<file path="src/rtl/branch_pc_unit.sv">
// Next-PC / branch-resolution stage: owns the PC, Z/N flags, link request,
// taken-branch counter and sticky misaligned-target error.
module branch_pc_unit #(
    parameter logic [31:0] RESET_PC = 32'h0000_0000,
    parameter int          CNT_W    = 16
) (
    input  logic             clk,
    input  logic             rst_n,
    input  logic             stall,
    input  logic [2:0]       status,
    input  logic             alu_zero,
    input  logic [31:0]      alu_result,
    input  logic             flag_we,
    input  logic [31:0]      imm_ext,
    input  logic [31:0]      rs_data,
    input  logic [31:0]      mem_rdata,
    output logic [31:0]      pc,
    output logic [31:0]      pc_plus4,
    output logic             taken,
    output logic             link_we,
    output logic [4:0]       link_addr,
    output logic [31:0]      link_data,
    output logic             flag_z,
    output logic             flag_n,
    output logic [CNT_W-1:0] taken_count,
    output logic             misalign_err
);

    localparam logic [2:0] ST_SEQ   = 3'b000;
    localparam logic [2:0] ST_BMN   = 3'b001;
    localparam logic [2:0] ST_BRZ   = 3'b010;
    localparam logic [2:0] ST_BZ    = 3'b011;
    localparam logic [2:0] ST_JMOR  = 3'b100;
    localparam logic [2:0] ST_JALM  = 3'b101;
    localparam logic [2:0] ST_JSPAL = 3'b110;
    localparam logic [2:0] ST_BEQ   = 3'b111;

    logic [31:0] br_tgt;
    logic [31:0] target;
    logic [31:0] next_pc;

    assign pc_plus4  = pc + 32'd4;
    assign br_tgt    = pc_plus4 + {imm_ext[29:0], 2'b00};
    assign link_addr = 5'd31;
    assign link_data = pc_plus4;
    assign link_we   = ((status == ST_JALM) || (status == ST_JSPAL)) && !stall && rst_n;

    // Conditional branches test the registered flags, never this cycle's update.
    always_comb begin
        taken  = 1'b0;
        target = pc_plus4;
        case (status)
            ST_SEQ:   begin taken = 1'b0;     target = pc_plus4;  end
            ST_BMN:   begin taken = flag_n;   target = mem_rdata; end
            ST_BRZ:   begin taken = flag_z;   target = rs_data;   end
            ST_BZ:    begin taken = flag_z;   target = br_tgt;    end
            ST_JMOR:  begin taken = 1'b1;     target = mem_rdata; end
            ST_JALM:  begin taken = 1'b1;     target = mem_rdata; end
            ST_JSPAL: begin taken = 1'b1;     target = rs_data;   end
            ST_BEQ:   begin taken = alu_zero; target = br_tgt;    end
            default:  begin taken = 1'b0;     target = pc_plus4;  end
        endcase
    end

    assign next_pc = taken ? {target[31:2], 2'b00} : pc_plus4;

    always_ff @(posedge clk) begin
        if (!rst_n) begin
            pc           <= RESET_PC;
            flag_z       <= 1'b0;
            flag_n       <= 1'b0;
            taken_count  <= '0;
            misalign_err <= 1'b0;
        end else if (!stall) begin
            pc <= next_pc;
            if (flag_we) begin
                flag_z <= (alu_result == 32'd0);
                flag_n <= alu_result[31];
            end
            if (taken) begin
                taken_count <= taken_count + 1'b1;
            end
            if (taken && (target[1:0] != 2'b00)) begin
                misalign_err <= 1'b1;
            end
        end
    end

endmodule

</file>
<file path="config.mk">
export PLATFORM = sky130hd
export DESIGN_NAME = branch_pc_unit
export DESIGN_NICKNAME = d
export VERILOG_FILES = /design/src/rtl/branch_pc_unit.sv
export SDC_FILE = /design/constraint.sdc
export NUM_CORES = 1
export LEC_CHECK = 0
export BUFFER_PORTS_ARGS = -buffer_cell sky130_fd_sc_hd__buf_2
export CORE_AREA = 4 4 116 118
export CTS_BUF_LIST = sky130_fd_sc_hd__clkbuf_16
export DETAILED_ROUTE_END_ITERATION = 16
export DIE_AREA = 0 0 120 122
export HOLD_SLACK_MARGIN = 0.02
export PLACE_DENSITY = 0.77
export SKIP_CTS_REPAIR_TIMING = 1
export SLEW_MARGIN = 20
export SYNTH_ARGS = -nofsm -noshare
export SYNTH_HDL_FRONTEND = slang
export SYNTH_SLANG_ARGS = --single-unit
</file>
<file path="constraint.sdc">
create_clock -name clk -period 9 [get_ports clk]
set_clock_uncertainty 0.2 [all_clocks]
set_input_delay 0.45 -clock clk [delete_from_list [all_inputs] [get_ports clk]]
set_output_delay 0.45 -clock clk [all_outputs]
set_load 0.03 [all_outputs]
</file>
## Word-level counts from Yosys, hierarchy flattened

Cells that the tools add are included.

| cells by class | value |
|---|---|
| add/subtract/negate cells | 3 |
| eq/ne operators | 7 |
| mux-type cells | 3 |
| bitwise gates (word level) | 1 |
| reduce and logical (&&, ||, !) cells | 16 |

Operator list:

| kind | count |
|---|---|
| 32-bit case mux with 4 select lines | 1 |
| 32-bit by 3-bit adder with 32-bit output, second input constant | 1 |
| 32-bit adder | 1 |
| 32-bit zero test | 1 |
| 32-bit two-way mux | 1 |
| 16-bit by 1-bit adder with 16-bit output, second input constant | 1 |
| 3-bit == test, second input constant | 4 |
| 3-bit by 2-bit == test with 1-bit output, second input constant | 2 |
| 2-bit AND reduction | 3 |
| 2-bit OR reduction | 3 |
| 3-bit OR reduction | 2 |
| 1-bit case mux with 5 select lines | 1 |
| 3-bit by 1-bit == test with 1-bit output, second input constant | 1 |
| 1-bit logical AND | 3 |
| 3-bit zero test | 1 |
| 2-bit nonzero test | 1 |
| 1-bit zero test | 1 |
| 1-bit logical OR | 1 |
| 1-bit inverter | 1 |

| word-level totals | value |
|---|---|
| flip-flop bits (word level) | 51 |
| input bits | 136 |
| output and inout port bits | 122 |
| logic and storage cells | 35 |

## Logic depth before layout (Yosys ltp)

| depth | value |
|---|---|
| depth in word-level cells | 6 |
| mapped depth | 19 |
| depth with buffers taken out | 15 |

## Worst setup path after synthesis

Ideal clock, no wire load.

| timing path | value |
|---|---|
| path kind | reg2reg |
| from | reg pc[2] |
| to | reg pc[24] |
| library setup time | 0.062 ns |
| data arrival time | 4.233 ns |
| slack | 4.504 ns |
| stages on the path, launching flop included | 19 |
| path buffers | 4 |
| period minus slack after synthesis | 4.496 ns |
| cells stage by stage | dfxtp_1 > ha_1 > and3_1 > buf_4 > and4_1 > buf_4 > and2_4 > buf_6 > nand2_1 > xnor2_1 > ha_1 > clkbuf_1 > a21oi_1 > o21bai_1 > a21oi_1 > nor2_1 > a311oi_1 > or4b_1 > nand3_1 |

| between the ends | value |
|---|---|
| longest elaborated chain between the ends | 4 |

Ends and longest elaborated chain:

| what | line | text |
|---|---|---|
| from (decl) | 17 | `output logic [31:0] pc,` |
| from (signal assigned) | 75 | `pc <= next_pc;` |
| 32-bit by 3-bit adder with 32-bit output | 42 | `assign pc_plus4 = pc + 32'd4;` |
| via link_data[20] | 22 | `output logic [31:0] link_data,` |
| 32-bit adder | 43 | `assign br_tgt = pc_plus4 + {imm_ext[29:0], 2'b00};` |
| 32-bit case mux with 4 select lines | 52 | `case (status)` |
| 32-bit two-way mux | 65 | `assign next_pc = taken ? {target[31:2], 2'b00} : pc_plus4;` |

The timed path passes the listed nets, and every way through them passes these cells.
A chain may end at the register's enable or synchronous reset.

## Worst setup path after layout

| timing path | value |
|---|---|
| from | reg pc[2] |
| to | reg pc[24] |

| between the ends | value |
|---|---|
| longest elaborated chain between the ends | 4 |

Ends and longest elaborated chain:

| what | line |
|---|---|
| 32-bit by 3-bit adder with 32-bit output (*) | 42 |
| 32-bit adder | 43 |
| 32-bit case mux with 4 select lines | 52 |
| 32-bit two-way mux (*) | 65 |

Every way passes the cells marked *; elsewhere a longest branch is shown, timed or not.

==> results.txt <==
----------------------------------------------------
[Timing]
  Summed negative setup slack over all endpoints ... 0 ns
  Number of hold violations in the final report ... 0
  Worst slew slack as a fraction of its limit ... 0.3977
  Maximum frequency from static timing analysis ... 0.2190 GHz
  Shortest clock period the worst path allows after layout ... 4.566 ns
  Worst-case setup margin in the final layout ... 4.434 ns
  Worst-Margin Slew ... 0.9034 ns
  Setup-failing EPs final ... 0
  Final max-slew violation count ... 0
  Unrepaired setup endpoints after global routing ... no
  Final period utilization ... 0.5073

[Clocking]
  Number of clock sinks ... 49
  Clock Tree Buf Depth ... 2
  TritonCTS clock tree ... built
  Num CTS Buffers ... 5
  Skew-Pair Late Insertion Delay ... 0.30 ns
  Root cell of the clock tree ... sky130_fd_sc_hd__clkbuf_16
  Depth of the CTS H-tree ... 2
  Clock-pin slew on the worst setup and hold paths ... 0.08 ns

[Worst setup path]
  Critical path arrival ... 4.61 ns
  Critical Path Start Type ... register
  Longest individual stage delay on the worst path ... 0.47 ns
  Cell with the largest stage delay on the worst path ... sky130_fd_sc_hd__or4b_1
  Kind of capture point of the worst setup path ... register
  Critical Setup Path Class ... reg2reg
  List of cells traversed by the critical path ... ha_1, and3_1, and4_1, nand2_1, xnor2_1, ha_1, nand3_1, o211ai_1, or3_4, o2111ai_2, a31oi_1, a311oi_1, or4b_1, nand3_1
  Critical-path maximum fanout ... 7
  Crit path required time ... 9.04 ns

[GRT]
  All-layer global routing usage ... 0.2565
  Via count of the first global-routing pass ... 5817
  First-pass GRT wire length ... 29990 um
  Largest net degree at the start of global routing ... 52
  Aggregate global routing overflow ... 0
  Antenna violations before repair ... 0

[Power and ir drop]
  Maximum vdd drop ... 0.06689 mV
  Power per cell area ... 123.0 nW/um^2
  Leakage dissipation ... 3.147 nW
  Overall power ... 821.4 uW

[Routing]
  Detailed Route Iter0 Violations ... 438
  Total routed wirelength ... 19900 um
  Detailed-routing iteration count for the pre-antenna-repair pass ... 5
  Wire length per cell after detailed routing ... 18.07 um
  Remaining antenna violation count after routing ... 0
  Overall via count from detail_route ... 6378
  Vias per cell ... 5.793
  Remaining routing DRC violations ... 0

[Floorplan]
  Placeable Area ... 12470 sq um
  Cell row count ... 41
  Horiz. Die Dim ... 120 um
  Area of the die ... 14640 sq um
  Vert. Die Dim ... 122 um
  Boundary pin count ... 258
  Effective utilization at floorplan ... 0.4405

[Yosys]
  Cell with the most instances after synthesis ... sky130_fd_sc_hd__a21oi_1
  Post-synthesis sequential area ratio ... 0.1786
  Total of warnings raised by yosys ... 0
  Number of flops mapped to enable cells by yosys ... 0
  Ys flop type ... sky130_fd_sc_hd__dfxtp_1
  Largest cells by area after synthesis ... sky130_fd_sc_hd__dfxtp_1 18%, sky130_fd_sc_hd__ha_1 8.0%, sky130_fd_sc_hd__xnor2_1 7.2%
  Cell accounting for the most synthesized area ... sky130_fd_sc_hd__dfxtp_1
  Post-synthesis instance area ... 5492 sq um
  Proportion of register bits with asynchronous set or reset after synthesis ... 0
  Distinct cell type count of the synthesized netlist ... 68
  Share of the synthesized area in the top cell type ... 0.1786
  Post-Synthesis Cells ... 743
  Count of state elements after synthesis ... 49
  Synth top cells by count ... 71 x sky130_fd_sc_hd__a21oi_1, 64 x sky130_fd_sc_hd__nand2_1, 49 x sky130_fd_sc_hd__dfxtp_1
  Average cell area after synthesis ... 7.391 sq um

[Cells and area]
  Post-route design area ... 6680 sq um
  Count of placed standard cells in the final layout, fillers left out ... 1101
  Share of cells above drive strength 1 ... 0.2971
  Number of antenna repair diodes ... 0
  Area growth from synthesis to layout ... 21.65%
  Final-stage net count ... 1100

[Run status]
  Result of the run ... complete, no violations

[Job]
  MaxCap Viol Count ... 0

[Placement]
  Setup Slack @ Placement ... 4.495 ns
  Count of buffers from port buffering ... 244
  RD Place Congestion ... 0.9277
  HPWL after detailed placement ... 15130 um
  Dpl cells ... 1093
  Placed Area ... 6534 sq um

[Worst hold path]
  Worst min-delay path class ... in2reg

----------------------------------------------------
[logic make-up (layout without fill, tap and decap cells)]
kind of cell,Yosys count,after routing,synth area share
xor gates and xnor gates,60,60,0.09569
muxes,6,6,0.01139
buffers and inverters,104,281,0.1032
adders and majority gates,36,36,0.08339
other,2,11,0.001368
and+or+nand+nor,261,261,0.2474
DFF,49,49,0.1786
AOI/OAI and AO/OA,225,225,0.2789
[layout by cell type, fill, tap and decap left out, drive strengths merged, types with 6 or more instances in the layout]
master  netlist  layout
xnor2        45      45
xor2         15      15
and3          8       8
a21oi        73      73
nand2        65      65
buf          52     250
a221oi       21      21
inv          22      23
nor2         45      45
conb          2      11
o21ai        37      37
nor2b         8       8
o221ai       16      16
a21boi        7       7
a211oi        6       6
nor4         13      13
nor3b         6       6
and2         19      19
a21o         12      12
ha           35      35
o21a          6       6
nand3        32      32
nand4        21      21
and4         10      10
dfxtp        49      49
a31oi         6       6
nor3         17      17
or3           7       7
[flip-flops by register name (all words and copies together), names as in the netlist]
signal and cells:
flag_n 1, flag_z 1, taken_count 16, pc 30
misalign_err 1
[metal layers]
layer | track usage | wire, um | vias up | part of all wire
li1 | - | - | 3091 | -
met1 | 0.3263 | 8179 | 2933 | 0.41
met2 | 0.4443 | 9445 | 321 | 0.47
met3 | 0.05107 | 1868 | 33 | 0.094
met4 | 0.06729 | 408 | 0 | 0.021
met5 | 0 | 0 | - | 0
[stage by stage]
stage	util	hold WS, ns
after detailed placement	0.5241	0.2517
after floorplan	-	0.4117
after global placement	0.5241	0.2456
after CTS	0.5359	0.2274
final	0.5359	0.2302
after global routing	0.5359	0.2333
[path summary, 6_finish.rpt]
check	start	end	slack, ns	depth (start not counted)
hold / removal	alu_result[31]	flag_n	0.23	3
hold reg to reg	misalign_err	misalign_err	0.27	1
setup / recovery	pc[2]	pc[24]	4.43	14
setup reg to reg	pc[2]	pc[24]	4.43	14
[layout make-up]
class                      instances  area, sq um
clock buffer                       5        125.1
tap                              172        215.2
timing repair buffer             250         1266
fill                            1290         5786
sequential                        49        980.9
multi-input combinational        599         3985
inverter                          23        86.33
clock inverter                     3        21.27
[critical path: cells and delay by family, from the launching register on]
family | cells | cell delay (ns)
AO/OA/AOI/OAI | 4 | 0.93
XOR/XNOR | 1 | 0.35
adder cells (fa/ha/maj) | 2 | 0.65
flip-flops | 1 | 0.46
AND/OR/NAND/NOR | 7 | 1.90
[power by group]
group	switching [mW]	internal, mW	total, mW
sequential	0.0201	0.229	0.249
clock	0.0954	0.104	0.199
combinational	0.241	0.132	0.373
total	0.357	0.465	0.821
No activity file was read; power rests on OpenSTA's default activity.
